[config.mk]
export PLATFORM = sky130hd
export DESIGN_NAME = instr_prefetch_buffer
export DESIGN_NICKNAME = d
export VERILOG_FILES = /design/src/rtl/instr_prefetch_buffer.sv
export SDC_FILE = /design/constraint.sdc
export NUM_CORES = 1
export LEC_CHECK = 0
export ABC_AREA = 1
export ABC_CLOCK_PERIOD_IN_PS = 6400
export CORE_MARGIN = 2
export CORE_UTILIZATION = 60
export CTS_CLUSTER_SIZE = 40
export DETAILED_ROUTE_END_ITERATION = 16
export PLACE_DENSITY = 0.89
export SYNTH_ARGS = -nofsm -noshare
export SYNTH_HDL_FRONTEND = slang
export SYNTH_SLANG_ARGS = --single-unit
export TNS_END_PERCENT = 50
[constraint.sdc]
create_clock -name clk -period 6.4 [get_ports clk]
set_input_delay 0.64 -clock clk [delete_from_list [all_inputs] [get_ports clk]]
set_output_delay 0.64 -clock clk [all_outputs]
set_load 0.01 [all_outputs]
[src/rtl/instr_prefetch_buffer.sv]
// Instruction prefetch buffer.
// Fetches sequential instruction words from a single-outstanding-request memory
// port into a small FIFO and presents the head entry to the CPU. A redirect
// flushes the FIFO and restarts fetching at redirect_pc; a request that is
// already in flight when the redirect arrives is finished off in DISCARD and
// its data is dropped.
//
// Ports:
//   clk, rst            clock, asynchronous active-high reset
//   redirect/_pc        flush and restart fetch at redirect_pc
//   mem_req/_addr       memory request (held stable until mem_ack)
//   mem_ack/_rdata      one-cycle response pulse with instruction word
//   inst_valid/_ready   head-entry handshake towards the CPU
//   inst_data/_pc       head instruction and its address
//   level               number of occupied FIFO entries
module instr_prefetch_buffer #(
  parameter int unsigned DEPTH    = 4,
  parameter logic [31:0] RESET_PC = 32'h0
) (
  input  logic                      clk,
  input  logic                      rst,
  input  logic                      redirect,
  input  logic [31:0]               redirect_pc,
  output logic                      mem_req,
  output logic [31:0]               mem_addr,
  input  logic                      mem_ack,
  input  logic [31:0]               mem_rdata,
  output logic                      inst_valid,
  input  logic                      inst_ready,
  output logic [31:0]               inst_data,
  output logic [31:0]               inst_pc,
  output logic [$clog2(DEPTH):0]    level
);

  localparam int unsigned PtrW = $clog2(DEPTH);
  localparam logic [PtrW:0] LevelFull = (PtrW + 1)'(DEPTH);

  typedef enum logic [1:0] {StIdle, StFetch, StDiscard} state_e;

  state_e          state_q, state_d;
  logic [31:0]     fetch_pc_q, fetch_pc_d;
  logic [31:0]     mem_addr_q, mem_addr_d;
  logic [PtrW-1:0] wr_ptr_q, wr_ptr_d;
  logic [PtrW-1:0] rd_ptr_q, rd_ptr_d;
  logic [PtrW:0]   level_q, level_d;

  logic [31:0]     buf_pc_q   [DEPTH];
  logic [31:0]     buf_data_q [DEPTH];

  logic push, pop;

  // Next-state: FSM, fetch address and FIFO bookkeeping.
  always_comb begin
    state_d    = state_q;
    fetch_pc_d = fetch_pc_q;
    mem_addr_d = mem_addr_q;
    push       = 1'b0;

    unique case (state_q)
      StIdle: begin
        // Issue only when a slot is guaranteed for the response.
        if (!redirect && (level_q < LevelFull)) begin
          state_d    = StFetch;
          mem_addr_d = fetch_pc_q;
        end
      end
      StFetch: begin
        if (redirect) begin
          // Request still in flight: keep it up until its ack, then drop it.
          state_d = mem_ack ? StIdle : StDiscard;
        end else if (mem_ack) begin
          push       = 1'b1;
          fetch_pc_d = fetch_pc_q + 32'd4;
          state_d    = StIdle;
        end
      end
      StDiscard: begin
        if (mem_ack) state_d = StIdle;
      end
      default: state_d = StIdle;
    endcase

    if (redirect) fetch_pc_d = redirect_pc;

    // A redirect kills any pop in the same cycle.
    pop = inst_valid && inst_ready && !redirect;

    wr_ptr_d = wr_ptr_q;
    rd_ptr_d = rd_ptr_q;
    level_d  = level_q;
    if (redirect) begin
      wr_ptr_d = '0;
      rd_ptr_d = '0;
      level_d  = '0;
    end else begin
      if (push) wr_ptr_d = wr_ptr_q + 1'b1;
      if (pop)  rd_ptr_d = rd_ptr_q + 1'b1;
      case ({push, pop})
        2'b10:   level_d = level_q + 1'b1;
        2'b01:   level_d = level_q - 1'b1;
        default: level_d = level_q;
      endcase
    end
  end

  always_ff @(posedge clk or posedge rst) begin
    if (rst) begin
      state_q    <= StIdle;
      fetch_pc_q <= RESET_PC;
      mem_addr_q <= RESET_PC;
      wr_ptr_q   <= '0;
      rd_ptr_q   <= '0;
      level_q    <= '0;
    end else begin
      state_q    <= state_d;
      fetch_pc_q <= fetch_pc_d;
      mem_addr_q <= mem_addr_d;
      wr_ptr_q   <= wr_ptr_d;
      rd_ptr_q   <= rd_ptr_d;
      level_q    <= level_d;
    end
  end

  // Storage needs no reset: entries are only visible while level is non-zero.
  always_ff @(posedge clk) begin
    if (push) begin
      buf_pc_q[wr_ptr_q]   <= mem_addr_q;
      buf_data_q[wr_ptr_q] <= mem_rdata;
    end
  end

  assign mem_req    = (state_q != StIdle);
  assign mem_addr   = mem_addr_q;
  assign inst_valid = (level_q != '0);
  assign inst_data  = buf_data_q[rd_ptr_q];
  assign inst_pc    = buf_pc_q[rd_ptr_q];
  assign level      = level_q;

endmodule

==> results of run 1 <==
## per-layer routing
layer | share of wire | vias up | GRT usage
li1 | - | 4345 | -
met1 | 0.39 | 4597 | 0.371
met2 | 0.50 | 574 | 0.455
met3 | 0.086 | 80 | 0.0369
met4 | 0.031 | 0 | 0.0861
met5 | 0 | - | 0
## how the worst max path moves through the flow
stage	startpoint	endpoint	slack, ps	cells after the start
global route	rd_ptr_q[1]$_DFFE_PP0P_	inst_pc[18]	2160	5
finish	rd_ptr_q[1]$_DFFE_PP0P_	inst_pc[18]	2320	5
detailed placement	mem_ack	buf_data_q[3][11]$_DFFE_PP_	2660	6
CTS	rd_ptr_q[1]$_DFFE_PP0P_	inst_pc[18]	2350	5
global placement	mem_ack	buf_data_q[3][11]$_DFFE_PP_	2770	6
floorplan	redirect	buf_data_q[0][0]$_DFFE_PP_	2190	4
## flip-flops by register name, indices dropped and copies added (netlist names)
| signal | flops |
|---|---|
| rd_ptr_q | 2 |
| mem_addr | 32 |
| state_q | 2 |
| wr_ptr_q | 2 |
| buf_pc_q | 128 |
| buf_data_q | 128 |
| level | 3 |
| fetch_pc_q | 32 |
## synthesized netlist by cell type, types with 2 or more instances
library cell,count,share of area
edfxtp_1,256,0.57
nor2_1,187,0.052
nand2_1,173,0.048
o21ai_0,167,0.062
dfrtp_1,73,0.14
o22ai_1,64,0.030
inv_1,56,0.016
nand3_1,39,0.015
clkbuf_1,33,0.0092
buf_2,21,0.0078
nor2_2,9,0.0042
xor2_1,9,0.0059
a21oi_1,7,0.0026
inv_2,7,0.0020
nor2_4,7,0.0059
o21ai_1,7,0.0026
ha_1,5,0.0047
nand2_2,4,0.0019
o211ai_1,4,0.0022
mux2_1,3,0.0025
buf_4,2,0.0011
nand2_4,2,0.0017
nand3_2,2,0.0015
nand4_1,2,0.00093
o21bai_1,2,0.0011
o221ai_1,2,0.0013
xnor2_1,2,0.0013
## worst reg2reg max path, stage by stage (launching register included)
cell and delay, ps:
dfrtp_1 400, inv_2 90, nand3_4 120, nor2_4 390, inv_2 230, nor2_4 820, buf_4 570
## per-stage QoR
step,total power [W],area [um^2]
floorplan,0.00370,13400
global placement,0.00452,15300
detailed placement,0.00459,15300
CTS,0.00642,16300
global route,0.00666,16300
finish,0.00642,16300
## power breakdown
group          internal [W]  switching, W  total [W]
Clock               0.00105      0.000778    0.00183
Combinational      0.000741      0.000943    0.00168
Sequential          0.00263      0.000279    0.00291
Total               0.00442       0.00200    0.00642
## area by class of cell
type / count / area, um^2 / share of cell area
multi-input combinational: 704 / 3430 / 0.210
clock inverter: 17 / 178 / 0.0109
tap: 280 / 350 / 0.0215
inverter: 64 / 244 / 0.0149
sequential: 329 / 9520 / 0.583
timing repair buffer: 179 / 1770 / 0.108
clock buffer: 41 / 843 / 0.0516
## cells by family after synthesis
family | count (synthesis) | synth area share
muxes | 4 | 0.00336
AOI/OAI and AO/OA | 256 | 0.104
adders and majority gates | 6 | 0.00616
and+or+nand+nor | 427 | 0.133
buffers and inverters | 122 | 0.0374
xor gates and xnor gates | 11 | 0.00718
DFF | 329 | 0.709
==> reports/qor.yml, run 1 <==
relSlewSlack: 0.145
vias: 9596
grt_pass1_vias: 9241
setup_slack_ps: 2320
cts.sinks: 329
path_clk_slew_ps: 60
die_h_um: 154
reg2regPathDepth: 6
initial_core_util: 0.613
cts_tree: "done"
ios: 170
r2r_start: "state_q[1]$_DFFE_PP0P_"
grtUsageTotal: 0.270
utilization: 0.746
diodes: 0
holdWs_ps: 549
clk_latency_ps: 570
worst_pin_slew_ps: 1280
layout.cells.non_filler: 1614
critPathKind: "register to output pin"
cts-buffers-inserted: 31
yosys_warnings: 0
path_cells: "buf_4, inv_2, o21ai_0, o22ai_1, clkdlybuf4s50_1"
min-delay-start: "fetch_pc_q[1]$_DFFE_PP0P_"
async_flop_share: 0.222
crit_path_end_kind: "output pin"
die-area_mm2: 0.0236
dp_hpwl_um: 19400
post_cts_buffers: 0
final.fill_count: 1353
coreArea_mm2: 0.0219
hold_end: "fetch_pc_q[1]$_DFFE_PP0P_"
cp_num_buf_inv: 3
first_pass_iters: 7
drc: 0
critPathTopFamily: "buffers and inverters"
ys_seq_area_frac: 0.709
status: "finished clean"
cp_slowest_cell: "inv_2"
root_buffer: "clkbuf_16"
hp-class: "register to register"
ys.flop_type: "edfxtp_1"
fin_skew_ps: 18.0
place_congestion: 0.930
synthesis.area_mm2: 0.0134
ff2ff_setup_slack_ps: 3390
final_common_cell: "edfxtp_1"
viasPerCell: 5.95
final.min_clock_period_ps: 4080
rr_endpoint: "buf_pc_q[3][0]$_DFFE_PP_"
grt_pass1_wl_um: 50100
fin_crit_sh: 0.638
grt-ovfl-total: 0
maxCapViolCount: 0
critPathLaunchType: "register"
rsz0062_at_grt: "no"
power_density_mw_per_mm2: 393
rows: 54
setup-tns-final_ps: 0
synth.distinct_cells: 37
syn_area_per_cell_um2: 11.6
synth-seq-cells: 329
slew_violations: 0
io_buffers: 169
ctsResizeCount: 0
fin_nets: 1384
dpl.cell_count: 1556
syn-num-nets: 1230
h-tree-depth: 1
hold_viol_final: 0
holdPathStages: 2
synth_edf_count: 256
required_ps: 5760
fmax_mhz: 245
p_leak_nw: 5.95
clockBufferDepth: 3
synthToLayoutAreaGrowth_pct: 21.7
die_w_um: 154
drt.antenna.violating_nets: 0
critPathMaxStageDelay_ps: 840
layout_common_cells: "256 x edfxtp_1, 183 x nor2_1, 173 x nand2_1, 169 x clkdlybuf4s50_1, 167 x o21ai_0"
grt_max_degree: 130
wl_per_cell_um: 20.1
synth_cells: 1155
setup_viol: 0
drt_iter0_markers: 1107
cp.arrival_ps: 3440
preCtsSetupSlack_ps: 2660
antenna_found_initial: 0
drive_gt1_frac: 0.0735
drt-total-wl_um: 32400
vdd_drop_max_uv: 208
path_max_fanout: 66
hold_buffers: 0
(Power assumes the default switching activity.)
==> run 2, diff against run 1 <==
Settings changed: ABC_CLOCK_PERIOD_IN_PS 6400 to 3500, CORE_UTILIZATION 60 to 50, PLACE_DENSITY 0.89 to 0.8.
Clock period 6.4 ns to 3.5 ns, I/O delays scaled along.
==> run 2 against run 1 <==
Clock-buffer cell count increased by 4. Die area rose by 19%. Via count fell by 2.9%. Clock skew increased by 2.2 ps. First-iteration DRC count down 4.4%. Cell count increased by 4.1%. Non-clock buffer count is 8 higher. Sequential cell count unchanged. Utilization fell by 11 points. Global-route usage shrank 5.7 points. Sequential power grew 82%. Critical path type unchanged. Largest cell class unchanged. Largest power group unchanged. Highest routed layer unchanged.
==> reports/qor.yml, run 2 (synthesis results as in run 1) <==
cts_tree: "done"
cts.sinks: 329
cp_slowest_cell: "clkdlybuf4s50_1"
layout_common_cells: "256 x edfxtp_1, 183 x nor2_1, 173 x nand2_1, 169 x clkdlybuf4s50_1, 167 x o21ai_0"
grtUsageTotal: 0.213
multi_input_area_mm2: 0.00343
clockBufferDepth: 3
final_common_cell: "edfxtp_1"
grt-ovfl-total: 0
fin_nets: 1395
place_congestion: 0.958
top_regs: "buf_data_q x128, buf_pc_q x128"
setup_slack_ps: 612
relSlewSlack: 0.466
fmax_mhz: 346
final_cell_area_mm2: 0.0166
dp_hpwl_um: 18900
grt_pass1_vias: 8846
path_clk_slew_ps: 60
final.fill_count: 1936
post_cts_buffers: 0
fin_crit_sh: 0.825
fin_skew_ps: 20.2
cp.depth: 4
worst_pin_slew_ps: 800
critPathMaxStageDelay_ps: 610
first_pass_iters: 5
critPathTopFamily: "buffers and inverters"
maxCapViolCount: 0
viasPerCell: 5.54
drt-total-wl_um: 30400
place_area_mm2: 0.0155
synthToLayoutAreaGrowth_pct: 24.0
grt_max_degree: 130
rows: 59
status: "finished clean"
diodes: 0
antenna_found_initial: 0
reg2regPathDepth: 8
p_leak_nw: 6.06
path_max_fanout: 64
vias: 9313
preCtsSetupSlack_ps: 1020
hp-class: "primary input to async pin"
coreArea_mm2: 0.0262
path_cells: "buf_4, o21ai_0, o22ai_1, clkdlybuf4s50_1"
cp_num_buf_inv: 2
io_buffers: 169
wl_per_cell_um: 18.1
hold_buffers: 0
h-tree-depth: 2
die_h_um: 168
drt_iter0_markers: 1058
root_buffer: "clkbuf_16"
rsz0062_at_grt: "no"
required_ps: 3150
setup_viol: 0
hold_viol_final: 0
drt.antenna.violating_nets: 0
drive_gt1_frac: 0.0818
power_density_mw_per_mm2: 714
seqCellArea_mm2: 0.00952
critPathLaunchType: "register"
final.min_clock_period_ps: 2890
crit_path_end_kind: "output pin"
ios: 170
critPathKind: "register to output pin"
initial_core_util: 0.512
die_w_um: 168
vdd_drop_max_uv: 352
drc: 0
grt_pass1_wl_um: 47400
cp.arrival_ps: 2540
slew_violations: 0
cts-buffers-inserted: 34
clk_latency_ps: 500
ctsResizeCount: 0
die-area_mm2: 0.0282
run 2: path summary, 6_finish.rpt:
check                                           from                         end  slack [ps]
setup reg to reg                level[2]$_DFFE_PP0P_        level[2]$_DFFE_PP0P_        1510
hold / removal                                   rst        level[0]$_DFFE_PP0P_         320
min in group clk                     redirect_pc[25]  fetch_pc_q[25]$_DFFE_PP0P_         430
max in group asynchronous                        rst     rd_ptr_q[0]$_DFFE_PP0P_        2500
setup / recovery             rd_ptr_q[1]$_DFFE_PP0P_               inst_data[25]         610
hold reg to reg            fetch_pc_q[1]$_DFFE_PP0P_   fetch_pc_q[1]$_DFFE_PP0P_         540
run 2: layout make-up:
type	instances	area share
repair buffers	187	0.116
clock inverters	16	0.00812
inverters	64	0.0147
well taps	335	0.0252
multi-input cells	704	0.206
flip-flops and latches	329	0.572
clock buffers	45	0.0580
run 2: metrics by stage:
step | cells | util | hold WS, ps | setup TNS [ps] | total power [W]
after floorplan | 1155 | - | 422 | -125470 | 0.00676
after global placement | 1619 | 0.593 | 502 | 0 | 0.00837
after detailed placement | 1619 | 0.593 | 524 | 0 | 0.00845
after CTS | 1680 | 0.635 | 336 | 0 | 0.0120
after global routing | 1680 | 0.635 | 380 | 0 | 0.0124
final | 1680 | 0.635 | 319 | 0 | 0.0119
run 2: report_power, final:
part	internal, W	switching (W)
logic	0.00140	0.00166
clock network	0.00210	0.00142
registers	0.00480	0.000500
run 2: layer usage:
metal,vias to the layer above,track usage,share of wire,wire length (um)
met2,406,0.354,0.48,14700
li1,4382,-,-,-
met4,0,0.0578,0.020,604
met1,4474,0.295,0.42,12900
met5,-,0,0,0
met3,51,0.0355,0.073,2230
==> run 3, diff against run 2 <==
Settings changed: ABC_CLOCK_PERIOD_IN_PS 3500 to 2700, CORE_UTILIZATION 50 to 55, PLACE_DENSITY 0.8 to 0.83.
Clock period 3.5 ns to 2.7 ns, I/O delays scaled along.
==> run 3 against run 2 <==
Sequential share of layout area down 0.27 points. Highest routed layer unchanged. Cell count down 0.18%. Non-clock buffer count up 11. Worst setup slack worse by 560 ps. Largest cell class unchanged. Critical path type unchanged.
==> reports/qor.yml, run 3 (synthesis results as in run 1) <==
grt_pass1_wl_um: 49100
multi_input_area_mm2: 0.00343
diodes: 0
viasPerCell: 5.67
crit_start: "rd_ptr_q[0]$_DFFE_PP0P_"
critPathLaunchType: "register"
initial_core_util: 0.557
p_int_w: 0.0105
clk_latency_ps: 550
setup_viol: 0
setup_slack_ps: 49.9
slew_violations: 0
vias: 9514
clockBufferDepth: 3
pwr-share-comb: 0.280
cp_num_buf_inv: 3
crit_end: "inst_pc[30]"
drt-total-wl_um: 32300
hold_viol_final: 0
top_regs: "buf_data_q x128, buf_pc_q x128"
reg2regPathDepth: 8
preCtsSetupSlack_ps: 448
wl_per_cell_um: 19.3
pwr-share-seq: 0.450
cts-buffers-inserted: 31
path_clk_slew_ps: 60
dpl.cell_count: 1613
clkPwrFrac: 0.270
hp-class: "primary input to async pin"
cts_tree: "done"
vdd_drop_max_uv: 508
first_pass_iters: 5
synthToLayoutAreaGrowth_pct: 24.6
p_sw_frac: 0.310
required_ps: 2430
die-area_mm2: 0.0257
layout.cells.non_filler: 1677
fin_crit_sh: 0.982
critPathTopFamily: "buffers and inverters"
crit_path_end_kind: "output pin"
seqCellArea_mm2: 0.00952
status: "finished clean"
critPathKind: "register to output pin"
coreArea_mm2: 0.0241
critPathMaxStageDelay_ps: 570
grtUsageTotal: 0.244
drt_iter0_markers: 762
cp.depth: 5
relSlewSlack: 0.637
fin_nets: 1404
maxCapViolCount: 0
fmax_mhz: 377
rr_endpoint: "level[2]$_DFFE_PP0P_"
place_congestion: 0.932
grt_pass1_vias: 9294
layout_common_cells: "256 x edfxtp_1, 183 x nor2_1, 173 x nand2_1, 167 x o21ai_0, 163 x clkdlybuf4s50_1"
path_cells: "buf_4, clkbuf_16, o21ai_0, o22ai_1, clkdlybuf4s50_1"
cp_slowest_cell: "clkdlybuf4s50_1"
cp.arrival_ps: 2380
drc: 0
fin_skew_ps: 16.0
rows: 57
die_h_um: 160
final_common_cell: "edfxtp_1"
grt_max_degree: 74
ff2ff_setup_slack_ps: 570
power_density_mw_per_mm2: 911
drive_gt1_frac: 0.0857
path_max_fanout: 32
p_leak_nw: 6.14
power_switching_w: 0.00472
worst_pin_slew_ps: 544
io_buffers: 169
h-tree-depth: 1
root_buffer: "clkbuf_16"
grt-ovfl-total: 0
final.fill_count: 1678
ios: 170
drt.antenna.violating_nets: 0
r2r_start: "level[2]$_DFFE_PP0P_"
cts.sinks: 329
antenna_found_initial: 0
final.min_clock_period_ps: 2650
die_w_um: 160
dp_hpwl_um: 19200
==> run 3: cell count changes in the layout (fill, tap and decap cells not counted), sizes merged <==
cell | before | now
inv | 63 | 65
clkinv | 14 | 11
clkdlybuf4s50 | 169 | 163
dlymetal6s2s | 0 | 5
dlygate4sd2 | 0 | 1
buf | 18 | 27
clkbuf | 45 | 43
clkinvlp | 1 | 3
==> run 3: final cells by class <==
type                    instances  share of cell area
repair buffers                198               0.127
multi-input cells             704               0.205
flip-flops and latches        329               0.569
clock inverters                16             0.00793
well taps                     324              0.0242
repair inverters                1            0.000524
clock buffers                  41              0.0498
inverters                      64              0.0154
==> run 3: metrics by stage <==
step / hold WS, ps / TNS, ps / total power [W] / cell area [um^2] / util
2_1_floorplan: 342 / -57650 / 0.00876 / 13400 / -
3_3_place_gp: 503 / 0 / 0.0108 / 15600 / 0.647
3_5_place_dp: 517 / 0 / 0.0110 / 15600 / 0.647
4_1_cts: 127 / 0 / 0.0152 / 16600 / 0.689
5_1_grt: 175 / -25.0 / 0.0159 / 16700 / 0.694
6_report: 112 / 0 / 0.0152 / 16700 / 0.694
==> run 3: worst min-delay path by stage <==
stage,slack [ps],endpoint,startpoint
finish,110,fetch_pc_q[5]$_DFFE_PP0P_,rst
global route,170,fetch_pc_q[5]$_DFFE_PP0P_,rst
CTS,130,mem_addr[3]$_DFFE_PP0P_,rst
detailed placement,520,fetch_pc_q[0]$_DFFE_PP0P_,fetch_pc_q[0]$_DFFE_PP0P_
global placement,500,fetch_pc_q[0]$_DFFE_PP0P_,fetch_pc_q[0]$_DFFE_PP0P_
floorplan,340,state_q[1]$_DFFE_PP0P_,mem_ack
==> run 3: power groups by stage <==
| stage | combinational [W] | sequential (W) | clock [W] |
|---|---|---|---|
| after floorplan | 0.00195 | 0.00681 | 0 |
| after global placement | 0.00394 | 0.00690 | 0 |
| after detailed placement | 0.00404 | 0.00693 | 0 |
| after CTS | 0.00416 | 0.00684 | 0.00416 |
| after global routing | 0.00459 | 0.00693 | 0.00438 |
| final | 0.00426 | 0.00686 | 0.00412 |
==> run 3: worst register-to-register path, stage by stage, from the launching register on <==
cell and delay [ps]:
dfrtp_1 430, inv_1 130, nand3_1 270, nand2_1 310, nor2_4 80, fa_1 380
xnor2_1 190, xor2_1 150, o21ai_1 80
==> run 3: metal layers <==
metal | track usage | share of wire | wire length [um] | vias to the layer above
li1 | - | - | - | 4393
met1 | 0.329 | 0.40 | 13000 | 4614
met2 | 0.419 | 0.50 | 16100 | 455
met3 | 0.0327 | 0.079 | 2550 | 52
met4 | 0.0680 | 0.019 | 616 | 0
met5 | 0 | 0 | 0 | -
==> run 3: repair_timing <==
action                                  4_1_cts  5_1_grt
pin swaps                                     1        3
gates resized for setup                       5       11
hold buffers                                  0        0
gates cloned                                  1        3
endpoints found under the setup margin       41       47
setup buffers                                 0        3
